===== src/rtl/elevator_pkg.sv =====
// Shared elevator definitions: dispatcher command encodings (also used by the
// dispatcher) and car FSM state encodings, plus a small elaboration helper.
package elevator_pkg;

  typedef enum logic [1:0] {
    CMD_IDLE  = 2'b00,
    CMD_UP    = 2'b01,
    CMD_DOWN  = 2'b10,
    CMD_SERVE = 2'b11
  } cmd_e;

  typedef enum logic [1:0] {
    CAR_IDLE = 2'b00,
    CAR_MOVE = 2'b01,
    CAR_DOOR = 2'b10
  } car_state_e;

  // Larger of two values, for sizing the shared move/door timer.
  function automatic int unsigned max_u(input int unsigned a, input int unsigned b);
    return (a > b) ? a : b;
  endfunction

endpackage


===== src/rtl/car_executor_if.sv =====
// Dispatcher <-> car command interface.
//   command          : dispatcher -> car, 2-bit cmd_e encoding
//   cur_floor        : car -> dispatcher, registered current floor
//   moving/dir_up    : car status (dir_up holds direction of current/last move)
//   door_open        : car status, door being serviced
//   serve_completing : last door cycle (Moore decode)
//   served_pulse     : one cycle pulse after the last door cycle
//   cmd_reject       : one cycle pulse on an out-of-range move request
interface car_executor_if #(
  parameter int unsigned N      = 4,
  parameter int unsigned F_BITS = $clog2(N)
);
  logic [1:0]        command;
  logic [F_BITS-1:0] cur_floor;
  logic              moving;
  logic              dir_up;
  logic              door_open;
  logic              serve_completing;
  logic              served_pulse;
  logic              cmd_reject;

  modport master (
    output command,
    input  cur_floor, moving, dir_up, door_open, serve_completing, served_pulse, cmd_reject
  );

  modport slave (
    input  command,
    output cur_floor, moving, dir_up, door_open, serve_completing, served_pulse, cmd_reject
  );
endinterface


===== src/rtl/car_timer.sv =====
// Loadable down-counter shared by the car's MOVE and DOOR phases.
//   clk, rst_n : clock, synchronous active-low reset (clears to 0)
//   load       : load load_val this cycle (wins over counting)
//   load_val   : reload value
//   value      : current count
//   zero       : count is 0; counting stops there
module car_timer #(
  parameter int unsigned T_BITS = 4
) (
  input  logic              clk,
  input  logic              rst_n,
  input  logic              load,
  input  logic [T_BITS-1:0] load_val,
  output logic [T_BITS-1:0] value,
  output logic              zero
);

  logic [T_BITS-1:0] value_q, value_d;

  always_comb begin
    value_d = value_q;
    if (load) begin
      value_d = load_val;
    end else if (value_q != '0) begin
      value_d = value_q - T_BITS'(1);
    end
  end

  always_ff @(posedge clk) begin
    if (!rst_n) begin
      value_q <= '0;
    end else begin
      value_q <= value_d;
    end
  end

  assign value = value_q;
  assign zero  = (value_q == '0);

endmodule


===== src/rtl/car_executor.sv =====
// Car-side executor: accepts dispatcher commands in IDLE, runs timed
// floor-to-floor moves and door service, and reports status back.
//   clk, rst_n : clock, synchronous active-low reset
//   bus        : car_executor_if slave side (command in, status out)
module car_executor
  import elevator_pkg::*;
#(
  parameter int unsigned N           = 4,
  parameter int unsigned F_BITS      = $clog2(N),
  parameter int unsigned MOVE_CYCLES = 8,
  parameter int unsigned DOOR_CYCLES = 6,
  parameter int unsigned T_BITS      = $clog2(max_u(MOVE_CYCLES, DOOR_CYCLES) + 1)
) (
  input  logic           clk,
  input  logic           rst_n,
  car_executor_if.slave  bus
);

  localparam logic [F_BITS-1:0] TopFloor = F_BITS'(N - 1);
  localparam logic [T_BITS-1:0] MoveLoad = T_BITS'(MOVE_CYCLES - 1);
  localparam logic [T_BITS-1:0] DoorLoad = T_BITS'(DOOR_CYCLES - 1);

  car_state_e        state_q, state_d;
  logic [F_BITS-1:0] floor_q, floor_d;
  logic              dir_up_q, dir_up_d;
  logic              served_q, served_d;
  logic              reject_q, reject_d;

  logic              timer_load;
  logic [T_BITS-1:0] timer_load_val;
  logic [T_BITS-1:0] timer_value;
  logic              timer_zero;

  car_timer #(
    .T_BITS (T_BITS)
  ) u_timer (
    .clk      (clk),
    .rst_n    (rst_n),
    .load     (timer_load),
    .load_val (timer_load_val),
    .value    (timer_value),
    .zero     (timer_zero)
  );

  always_comb begin
    state_d        = state_q;
    floor_d        = floor_q;
    dir_up_d       = dir_up_q;
    served_d       = 1'b0;
    reject_d       = 1'b0;
    timer_load     = 1'b0;
    timer_load_val = '0;

    unique case (state_q)
      CAR_IDLE: begin
        case (bus.command)
          CMD_UP: begin
            if (floor_q != TopFloor) begin
              state_d        = CAR_MOVE;
              dir_up_d       = 1'b1;
              timer_load     = 1'b1;
              timer_load_val = MoveLoad;
            end else begin
              reject_d = 1'b1;
            end
          end
          CMD_DOWN: begin
            if (floor_q != '0) begin
              state_d        = CAR_MOVE;
              dir_up_d       = 1'b0;
              timer_load     = 1'b1;
              timer_load_val = MoveLoad;
            end else begin
              reject_d = 1'b1;
            end
          end
          CMD_SERVE: begin
            state_d        = CAR_DOOR;
            timer_load     = 1'b1;
            timer_load_val = DoorLoad;
          end
          default: ;  // CMD_IDLE: stay put
        endcase
      end
      CAR_MOVE: begin
        // Bounds were checked at acceptance, so the step cannot wrap.
        if (timer_zero) begin
          state_d = CAR_IDLE;
          floor_d = dir_up_q ? (floor_q + F_BITS'(1)) : (floor_q - F_BITS'(1));
        end
      end
      CAR_DOOR: begin
        if (timer_zero) begin
          state_d  = CAR_IDLE;
          served_d = 1'b1;
        end
      end
      default: state_d = CAR_IDLE;
    endcase
  end

  always_ff @(posedge clk) begin
    if (!rst_n) begin
      state_q  <= CAR_IDLE;
      floor_q  <= '0;
      dir_up_q <= 1'b1;
      served_q <= 1'b0;
      reject_q <= 1'b0;
    end else begin
      state_q  <= state_d;
      floor_q  <= floor_d;
      dir_up_q <= dir_up_d;
      served_q <= served_d;
      reject_q <= reject_d;
    end
  end

  // Status outputs decode registered state only; no path from command.
  assign bus.cur_floor        = floor_q;
  assign bus.moving           = (state_q == CAR_MOVE);
  assign bus.dir_up           = dir_up_q;
  assign bus.door_open        = (state_q == CAR_DOOR);
  assign bus.serve_completing = (state_q == CAR_DOOR) && timer_zero;
  assign bus.served_pulse     = served_q;
  assign bus.cmd_reject       = reject_q;

endmodule


===== src/flat_wrapper.sv =====
// flat-port wrapper written by rule: the top's interface ports become plain ports
module car_executor_flat import elevator_pkg::*;
#(
  parameter int unsigned N           = 4,
  parameter int unsigned F_BITS      = $clog2(N),
  parameter int unsigned MOVE_CYCLES = 8,
  parameter int unsigned DOOR_CYCLES = 6,
  parameter int unsigned T_BITS      = $clog2(max_u(MOVE_CYCLES, DOOR_CYCLES) + 1)
)
  (clk, rst_n, bus_command, bus_cur_floor, bus_moving, bus_dir_up, bus_door_open, bus_serve_completing, bus_served_pulse, bus_cmd_reject);
  car_executor_if #(.N(N), .F_BITS(F_BITS)) bus_i ();
  input  logic clk;
  input  logic rst_n;
  input wire logic [$bits(bus_i.command)-1:0] bus_command;
  output wire logic [$bits(bus_i.cur_floor)-1:0] bus_cur_floor;
  output wire logic [$bits(bus_i.moving)-1:0] bus_moving;
  output wire logic [$bits(bus_i.dir_up)-1:0] bus_dir_up;
  output wire logic [$bits(bus_i.door_open)-1:0] bus_door_open;
  output wire logic [$bits(bus_i.serve_completing)-1:0] bus_serve_completing;
  output wire logic [$bits(bus_i.served_pulse)-1:0] bus_served_pulse;
  output wire logic [$bits(bus_i.cmd_reject)-1:0] bus_cmd_reject;
  assign bus_i.command = bus_command;
  assign bus_cur_floor = bus_i.cur_floor;
  assign bus_moving = bus_i.moving;
  assign bus_dir_up = bus_i.dir_up;
  assign bus_door_open = bus_i.door_open;
  assign bus_serve_completing = bus_i.serve_completing;
  assign bus_served_pulse = bus_i.served_pulse;
  assign bus_cmd_reject = bus_i.cmd_reject;
  car_executor #(.N(N), .F_BITS(F_BITS), .MOVE_CYCLES(MOVE_CYCLES), .DOOR_CYCLES(DOOR_CYCLES), .T_BITS(T_BITS)) u_core (.clk(clk), .rst_n(rst_n), .bus(bus_i));
endmodule

===== config.mk =====
export PLATFORM = sky130hd
export DESIGN_NAME = car_executor_flat
export DESIGN_NICKNAME = d
export VERILOG_FILES = /design/src/rtl/elevator_pkg.sv /design/src/rtl/car_executor_if.sv /design/src/rtl/car_timer.sv /design/src/rtl/car_executor.sv /design/src/flat_wrapper.sv
export SDC_FILE = /design/constraint.sdc
export NUM_CORES = 1
export LEC_CHECK = 0
export CAP_MARGIN = 5
export CORE_MARGIN = 1.5
export CORE_UTILIZATION = 30
export DETAILED_ROUTE_END_ITERATION = 12
export PLACE_DENSITY_LB_ADDON = 0.05
export SYNTH_ARGS = -nofsm -noshare
export SYNTH_HDL_FRONTEND = slang
export SYNTH_SLANG_ARGS = --single-unit
export TNS_END_PERCENT = 100

===== constraint.sdc =====
create_clock -name clk -period 1.7 [get_ports clk]
set_input_delay 0.34 -clock clk [delete_from_list [all_inputs] [get_ports clk]]
set_output_delay 0.34 -clock clk [all_outputs]
set_load 0.02 [all_outputs]

==> results of run 1 <==
==> report_power, final <==
part	internal [mW]	leakage [nW]	switching, mW
registers	0.322	0.0905	0.0562
logic	0.397	0.342	0.334
clock network	0.0904	0.0150	0.0838
==> worst max-delay path by stage <==
stage | slack (ns) | end | from | cells past startpoint
3_3_place_gp | -0.16 | u_core.state_q[0] | bus_command[1] | 7
3_5_place_dp | -0.17 | u_core.u_timer.value[2] | bus_command[1] | 7
6_report | 0.07 | bus_serve_completing | u_core.u_timer.value[0] | 5
4_1_cts | 0.01 | bus_cur_floor[1] | u_core.bus.cur_floor[1] | 1
5_1_grt | -0.03 | bus_serve_completing | u_core.u_timer.value[1] | 5
2_1_floorplan | 0.26 | bus_serve_completing | u_core.u_timer.value[0] | 4
==> sequential cells by signal, summed over array words and instances, names as in the netlist <==
signal / count
u_core.bus.cmd_reject: 1
u_core.bus.cur_floor: 2
u_core.bus.dir_up: 1
u_core.bus.served_pulse: 1
u_core.state_q: 2
u_core.u_timer.value: 4
==> metrics by stage <==
stage	TNS, ns	worst slack (ns)	std cells	hold WS, ns	total power [mW]
floorplan	0	0.257	74	0.463	0.818
global placement	-0.965	-0.164	124	0.486	1.08
detailed placement	-1.14	-0.175	124	0.485	1.08
CTS	0	0.0135	128	0.495	1.24
global route	-0.0285	-0.0285	129	0.536	1.39
finish	0	0.0697	129	0.490	1.28
==> routing by layer <==
layer / share of wire [%] / global-route usage, %
met3: 2.1 / 2.68
met5: 0 / 0
met1: 50 / 16.2
met4: 1.0 / 5.41
met2: 47 / 18.2
==> timing repair <==
item	CTS	global route
setup endpoints to repair	4	3
gates resized for setup	7	7
setup buffers	0	1
hold buffers	0	0
==> kinds of logic (layout without fill, tap and decap cells) <==
group | Yosys count | in the layout | synth area share [%]
AND/OR/NAND/NOR | 27 | 27 | 23.9
AO/OA/AOI/OAI | 13 | 13 | 16.9
flip-flops | 11 | 11 | 32.4
buffers and inverters | 10 | 37 | 5.51
adder cells (fa/ha/maj) | 8 | 8 | 14.7
XOR/XNOR | 4 | 4 | 5.15
multiplexers | 1 | 1 | 1.47
==> layout by cell type (no fill, tap or decap), types with 2 or more instances in the layout <==
cell and count:
nand2_1 8, inv_1 9, xnor2_1 4, nor2_1 2
ha_2 2, o21a_1 2, a21oi_1 2, clkdlybuf4s50_1 6
nand3_1 3, dlygate4sd2_1 3, clkbuf_4 3, buf_4 14
nor2b_1 2, ha_1 6, and2_1 2, dfxtp_1 10
==> area by class of cell <==
type	instances	area, µm²	area share, %
multi-input combinational	53	444	46.0
tap	28	35.0	3.63
sequential	11	221	23.0
timing repair buffer	24	204	21.1
inverter	9	33.8	3.50
clock buffer	4	26.3	2.72
==> critical path, cell delays in order, from the launching register on <==
cell and delay, ns:
dfxtp_1 0.33, inv_1 0.05, ha_2 0.18, nor3b_4 0.14
and2_2 0.19, buf_4 0.15
==> results_dict.tcl, run 1 <==
set metrics [dict create \
    synth_cell_type_count 31 \
    slew_headroom_pct 73.9 \
    die_x_um 50.6 \
    hp-class "reg2reg" \
    cp.required_ns 1.36 \
    coreArea_um2 2170 \
    yosysTopAreaCell "dfxtp_1" \
    final_nets 114 \
    track_usage_pct 12.0 \
    syn_area_per_cell_um2 9.20 \
    clkLatencyLatePin_ns 0.26 \
    drv_cap 0 \
    synth_nets 86 \
    synth_area_um2 681 \
    min_from "u_core.state_q[1]" \
    stdcell_area_um2 965 \
    fin_crit_ns 1.63 \
    first_pass_iters 4 \
    drive_gt1_share_pct 27.7 \
    synth_cells 74 \
    yosysWarnings 0 \
    cts_tree "built" \
    place_congestion 0.706 \
    n_antenna_cell 0 \
    viasPerCell 4.62 \
    dieHeight_um 50.6 \
    worst_hold_path.endpoint "u_core.state_q[1]" \
    grt_pass1_vias 547 \
    synth-seq-cells 11 \
    report.final.setup_viol 0 \
    vias 596 \
    fin_util_pct 44.5 \
    ys_async_sr_fraction_pct 0 \
    powerDensity_nw_per_um2 1330 \
    drc 0 \
    portBuffers 11 \
    grt_max_degree 13 \
    leakagePower_nw 0.447 \
    r2r_start "u_core.u_timer.value[0]" \
    grt_pass1_wl_mm 2.31 \
    synth_top_area_share_pct 32.4 \
    status "finished, final reports clean" \
    max_slew.worst_pin.slew_ns 0.390 \
    rsz0062_at_grt "true" \
    ant_nets 0 \
    ir_drop_uv 718 \
    yosysSeqAreaShare_pct 32.4 \
    gr-total-overflow 0 \
    worst_clock_skew_ns 0.00466 \
    die_area_um2 2560 \
    start_util_pct 31.4 \
    yosys.cell_count.top_type "dfxtp_1" \
    max-clock-path-buffers 2 \
    htree_levels 1 \
    dp.final_hpwl_mm 1.05 \
    worst-r2r-cell-count 8 \
    cts_root_buffer "clkbuf_4" \
    r2r-end "u_core.state_q[0]" \
    n_fill_cell 215 \
    hold_depth 2 \
    cp.arrival_ns 1.29 \
    cts_made_buffers 3 \
    drtIter0Drc 16 \
    worstSetupStartpointType "register" \
    rows 17 \
    synth_edf_count 0 \
    finalHoldViolCount 0 \
    wire_per_inst_um 10.5 \
    yosys-top-cells-count "dfxtp_1 (11), inv_1 (9), ha_1 (8), nand2_1 (8), xnor2_1 (4)" \
    min_period_over_period_pct 95.9 \
    worstPathMaxFanout 2 \
    antenna_found_initial 0 \
    end_kind "output pin" \
    max_freq_ghz 0.613 \
    pin_count 12 \
    area_delta_synth_final_pct 41.7 \
    numClockSinks 11 \
    synth.area.top_cells "dfxtp_1 (32%), ha_1 (15%), xnor2_1 (5.1%), inv_1 (5.0%), nand2_1 (4.4%)" \
    crit_type "reg2out" \
    reg2reg_slack_ns 0.13 \
    clk_pin_slew_ns 0.07 \
    place_area_um2 912 \
    drv_slew 0 \
    synth_ff_type "dfxtp_1" \
    totalWireLength_mm 1.36 \
]
(Power assumes the default switching activity.)
==> run 2, diff against run 1 <==
--- a/config.mk
+++ b/config.mk
@@ -8,6 +8,8 @@
 export CAP_MARGIN = 5
 export CORE_MARGIN = 1.5
 export CORE_UTILIZATION = 30
+export CTS_CLUSTER_DIAMETER = 80
+export CTS_CLUSTER_SIZE = 25
 export DETAILED_ROUTE_END_ITERATION = 12
 export PLACE_DENSITY_LB_ADDON = 0.05
 export SYNTH_ARGS = -nofsm -noshare
==> results of run 2 <==
Final layout, timing and power as in run 1 (identical DEF).
